$ cat src/rtl/game_pkg.sv
// game_pkg: state encoding, default limits and the
// raw-input bundle shared by the game flow controller.
package game_pkg;

  localparam int MAX_SCORE_DEF  = 140;
  localparam int HOLD_TICKS_DEF = 64;
  localparam int HOLD_W_DEF     = 7;

  typedef enum logic [2:0] {
    ST_IDLE      = 3'd0,
    ST_PLAYING   = 3'd1,
    ST_PAUSED    = 3'd2,
    ST_GAME_OVER = 3'd3
  } game_state_t;

  // Bit order matches the rise_detect vector.
  typedef struct packed {
    logic wall;
    logic apple;
    logic pause;
    logic start;
  } btn_t;

endpackage

$ cat src/rtl/game_flow_ctrl_rise_detect.sv
// rise_detect: per-bit rising-edge detector.
// Ports: clk, rst (sync, active-high), cur level in, rise pulse out.
module rise_detect #(
  parameter int W = 4
) (
  input  logic         clk,
  input  logic         rst,
  input  logic [W-1:0] cur,
  output logic [W-1:0] rise
);

  logic [W-1:0] prev;
  logic         armed;

  // armed stays low for the first cycle after reset so that
  // levels already high coming out of reset are not seen as presses.
  always_ff @(posedge clk) begin
    if (rst) begin
      prev  <= '0;
      armed <= 1'b0;
    end else begin
      prev  <= cur;
      armed <= 1'b1;
    end
  end

  assign rise = cur & ~prev & {W{armed}};

endmodule

$ cat src/rtl/game_flow_ctrl.sv
// game_flow_ctrl: play/pause/game-over sequencer for the snake.
// Ports: clk, rst, buttons/tick/collision levels, length in;
//   registered strobes, move_en, state and game_won out.
module game_flow_ctrl
  import game_pkg::*;
#(
  parameter int MAX_SCORE  = MAX_SCORE_DEF,
  parameter int HOLD_TICKS = HOLD_TICKS_DEF,
  parameter int HOLD_W     = HOLD_W_DEF
) (
  input  logic       clk,
  input  logic       rst,
  input  logic       start_btn,
  input  logic       pause_btn,
  input  logic       tick,
  input  logic       apple_hit,
  input  logic       wall_hit,
  input  logic [7:0] length,
  output logic       good_coll,
  output logic       bad_coll,
  output logic       move_en,
  output logic       score_clr,
  output logic [2:0] state,
  output logic       game_won
);

  localparam logic [7:0] WIN_LEN = 8'(MAX_SCORE);
  localparam logic [7:0] WIN_PRE = 8'(MAX_SCORE - 1);
  localparam logic [HOLD_W-1:0] HOLD_MAX = HOLD_W'(HOLD_TICKS);

  btn_t lvl;
  btn_t rise;

  assign lvl = {wall_hit, apple_hit, pause_btn, start_btn};

  rise_detect #(
    .W(4)
  ) u_rise (
    .clk (clk),
    .rst (rst),
    .cur (lvl),
    .rise(rise)
  );

  game_state_t       st_q;
  logic [HOLD_W-1:0] hold_q;
  logic              hold_done;

  assign hold_done = (hold_q == HOLD_MAX);
  assign state     = st_q;

  always_ff @(posedge clk) begin
    if (rst) begin
      st_q      <= ST_IDLE;
      hold_q    <= '0;
      good_coll <= 1'b0;
      bad_coll  <= 1'b0;
      move_en   <= 1'b0;
      score_clr <= 1'b0;
      game_won  <= 1'b0;
    end else begin
      good_coll <= 1'b0;
      bad_coll  <= 1'b0;
      move_en   <= 1'b0;
      score_clr <= 1'b0;
      unique case (st_q)
        ST_IDLE: begin
          if (rise.start) begin
            st_q      <= ST_PLAYING;
            score_clr <= 1'b1;
            game_won  <= 1'b0;
          end
        end
        ST_PLAYING: begin
          move_en <= tick;
          if (rise.wall) begin
            bad_coll <= 1'b1;
            st_q     <= ST_GAME_OVER;
            game_won <= 1'b0;
            hold_q   <= '0;
          end else if (rise.apple) begin
            good_coll <= 1'b1;
            // This apple brings the score to MAX_SCORE.
            if (length >= WIN_PRE) begin
              st_q     <= ST_GAME_OVER;
              game_won <= 1'b1;
              hold_q   <= '0;
            end
          end else if (length >= WIN_LEN) begin
            st_q     <= ST_GAME_OVER;
            game_won <= 1'b1;
            hold_q   <= '0;
          end else if (rise.pause) begin
            st_q <= ST_PAUSED;
          end
        end
        ST_PAUSED: begin
          if (rise.pause) begin
            st_q <= ST_PLAYING;
          end
        end
        ST_GAME_OVER: begin
          if (tick && !hold_done) begin
            hold_q <= hold_q + 1'b1;
          end
          // Early presses are dropped, never queued.
          if (rise.start && hold_done) begin
            st_q      <= ST_PLAYING;
            score_clr <= 1'b1;
            game_won  <= 1'b0;
          end
        end
        default: begin
          st_q <= ST_IDLE;
        end
      endcase
    end
  end

endmodule

$ cat config.mk
export PLATFORM = sky130hd
export DESIGN_NAME = game_flow_ctrl
export DESIGN_NICKNAME = d
export VERILOG_FILES = /design/src/rtl/game_pkg.sv /design/src/rtl/game_flow_ctrl_rise_detect.sv /design/src/rtl/game_flow_ctrl.sv
export SDC_FILE = /design/constraint.sdc
export NUM_CORES = 1
export LEC_CHECK = 0
export BUFFER_PORTS_ARGS = -buffer_cell sky130_fd_sc_hd__buf_2
export CAP_MARGIN = 20
export CORE_MARGIN = 1
export CORE_UTILIZATION = 30
export CTS_CLUSTER_DIAMETER = 150
export CTS_CLUSTER_SIZE = 30
export DETAILED_ROUTE_END_ITERATION = 10
export PLACE_DENSITY = 0.57
export SLEW_MARGIN = 20
export SYNTH_ARGS = -nofsm -noshare
export SYNTH_HDL_FRONTEND = slang
export SYNTH_HIERARCHICAL = 1
export SYNTH_SLANG_ARGS = --single-unit
$ cat constraint.sdc
create_clock -name clk -period 1.7 [get_ports clk]
set_clock_uncertainty 0.05 [all_clocks]
set_input_delay 0.255 -clock clk [delete_from_list [all_inputs] [get_ports clk]]
set_output_delay 0.255 -clock clk [all_outputs]
set_load 0.01 [all_outputs]
==> flow_summary.yaml <==
cells_and_area:
  nNetsFinal: 169
  antenna_cells: 0
  final_common_cell: "buf_2"
  drive_gt1_frac: 0.404
  final_cell_mix: "buf_2, dfxtp_1, nand2_1, buf_4, inv_1"
  syn_to_final_growth_pct: 31.5
  final_cells: 192
  fill_cells: 330
hold_path:
  hold_class: "in -> reg"
critical_path:
  crit_type: "reg -> reg"
  path_max_fanout: 8
  end_kind: "flop"
  worst_setup_path_start_kind: "flop"
  required_ps: 1870
  crit_arrival_ps: 1800
sta:
  setup_viol: 0
  fmax_mhz: 614
  hold_ws_ps: 108
  slew_violations: 0
  rsz0062_at_grt: "true"
  fin_crit_sh: 0.958
  hold_viol: 0
  tns_ps: 0
  finalCriticalPeriod_ps: 1630
global_routing:
  grt.met3_usage: 0.0126
  grt_overflow: 0
  use_met2: 0.228
  grt_max_degree: 15
  grt_usage: 0.137
  grt_pass1_vias: 811
  grt_pass1_wl_um: 3670
  antenna_found_initial: 0
  grt_busiest_layer: "met2"
  globalRouteMet1Util: 0.174
floorplanning:
  ios: 23
  die_area_mm2: 0.00375
  die_x_um: 61.2
  core_mm2: 0.00334
  start_util: 0.315
  core.rowCount: 21
  dieHeight_um: 61.2
drt:
  ant_nets: 0
  wl_per_cell_um: 12.8
  via_per_inst: 4.79
  drc: 0
  drtIter0Drc: 25
  wl_um: 2460
  drt-pass1-iter-count: 4
  vias: 920
clock_network:
  clkSinkCount: 19
  ctsHoldBuffers: 0
  htreeDepth: 1
  insertion_delay_ps: 310
  cts.clk_slew.worst_paths_ps: 120
  cts_inserted_buffers: 3
  cts_tree: "yes"
  cts_root_buf: "clkbuf_4"
  cts_buffer_depth: 2
yosys:
  synth-seq-cells: 19
  synth_edf_count: 0
  yosys_most_used_dff: "dfxtp_1"
  synthCells: 111
  synth.distinct_cells: 39
  ys_warn_count: 6
  ys_seq_area_frac: 0.361
  synthesis.nets: 133
  synthArstFlopShare: 0
  syn_avg_cell_area_um2: 9.48
  syn_area_mm2: 0.00105
pwr:
  p_leak_nw: 0.597
  ir_worst_vdd_v: 0.000216
  power_density_mw_per_mm2: 999
  power_w: 0.00138
placement:
  post-dp-hpwl_um: 1830
  io_buffer_count: 21
  routabilityCongestion: 0.774
  place_inst: 184
run:
  cap_violations: 0
status:
  status: "finished, final reports clean"
[through the flow]
step | worst slack, ps | utilization | cell area (um^2)
6_report | 71.0 | 0.415 | 1380
5_1_grt | -33.0 | 0.415 | 1380
4_1_cts | 6.78 | 0.387 | 1290
3_5_place_dp | -6.34 | 0.376 | 1260
3_3_place_gp | 42.5 | 0.376 | 1260
2_1_floorplan | 19.6 | - | 1050
[routing by layer]
layer	wire, um	vias up	share of wire
met4	57	0	0.023
li1	-	468	-
met2	1190	18	0.48
met1	1130	430	0.46
met5	0	-	0
met3	76	4	0.031
[worst paths after layout]
kind / start / to / slack, ps / depth (start not counted)
worst max-delay path: state[0] / state[0] / 70 / 6
worst min-delay path: wall_hit / u_rise/prev[3] / 110 / 2
worst max register to register: state[0] / state[0] / 70 / 6
worst min register to register: game_won / game_won / 460 / 1
[critical path, cell delays in order (launching register included)]
cell and delay (ps):
dfxtp_4 390, ha_2 200, buf_6 140, a21o_1 170, a32oi_2 240, nand2_1 90
a32o_2 250
[Yosys cell counts, drive strengths merged (3+ instances only)]
master / count / area, um^2
nand2: 11 / 41.3
nand2b: 3 / 18.8
nand3: 5 / 25.0
buf: 3 / 26.3
o21ai: 4 / 20.0
ha: 7 / 87.6
dfxtp: 19 / 380
and3b: 4 / 35.0
a21oi: 5 / 36.3
nor2: 6 / 25.0
a311oi: 3 / 26.3
inv: 8 / 30.0
nor2b: 5 / 31.3
and3: 4 / 25.0
a32o: 3 / 30.0
[state kept, by name, summed over array words and instances, names as in the netlist]
| signal | count |
|---|---|
| u_rise/armed | 1 |
| u_rise/prev | 4 |
| score_clr | 1 |
| move_en | 1 |
| hold_q | 7 |
| state | 2 |
| game_won | 1 |
| bad_coll | 1 |
| good_coll | 1 |
[cell families after synthesis]
kind of cell               share of synthesized area
other                                        0.00356
AOI/OAI and AO/OA                              0.218
DFF                                            0.361
buffers and inverters                         0.0535
adders and majority gates                     0.0832
muxes                                        0.00951
and+or+nand+nor                                0.271
[cell type report]
cell class	count	area [um^2]	share of cell area
Clock buffer	3	22.5	0.0163
Clock inverter	1	5.00	0.00362
Inverter	8	30.0	0.0217
Multi-Input combinational cell	81	671	0.485
Sequential cell	19	388	0.280
Tap cell	46	57.6	0.0416
Timing Repair Buffer	34	210	0.152
[power breakdown]
part	total, W	switching [W]	internal, W
registers	0.000536	0.0000383	0.000498
logic	0.000605	0.000323	0.000282
clock network	0.000241	0.000153	0.0000879
total	0.00138	0.000514	0.000868
[repair_timing]
action	4_1_cts	5_1_grt
endpoints found under the hold margin	0	0
buffers inserted	1	3
resized for setup	1	19
cloned	0	0
pin swaps	0	11
setup endpoints to repair	2	9
(Power assumes the default switching activity.)
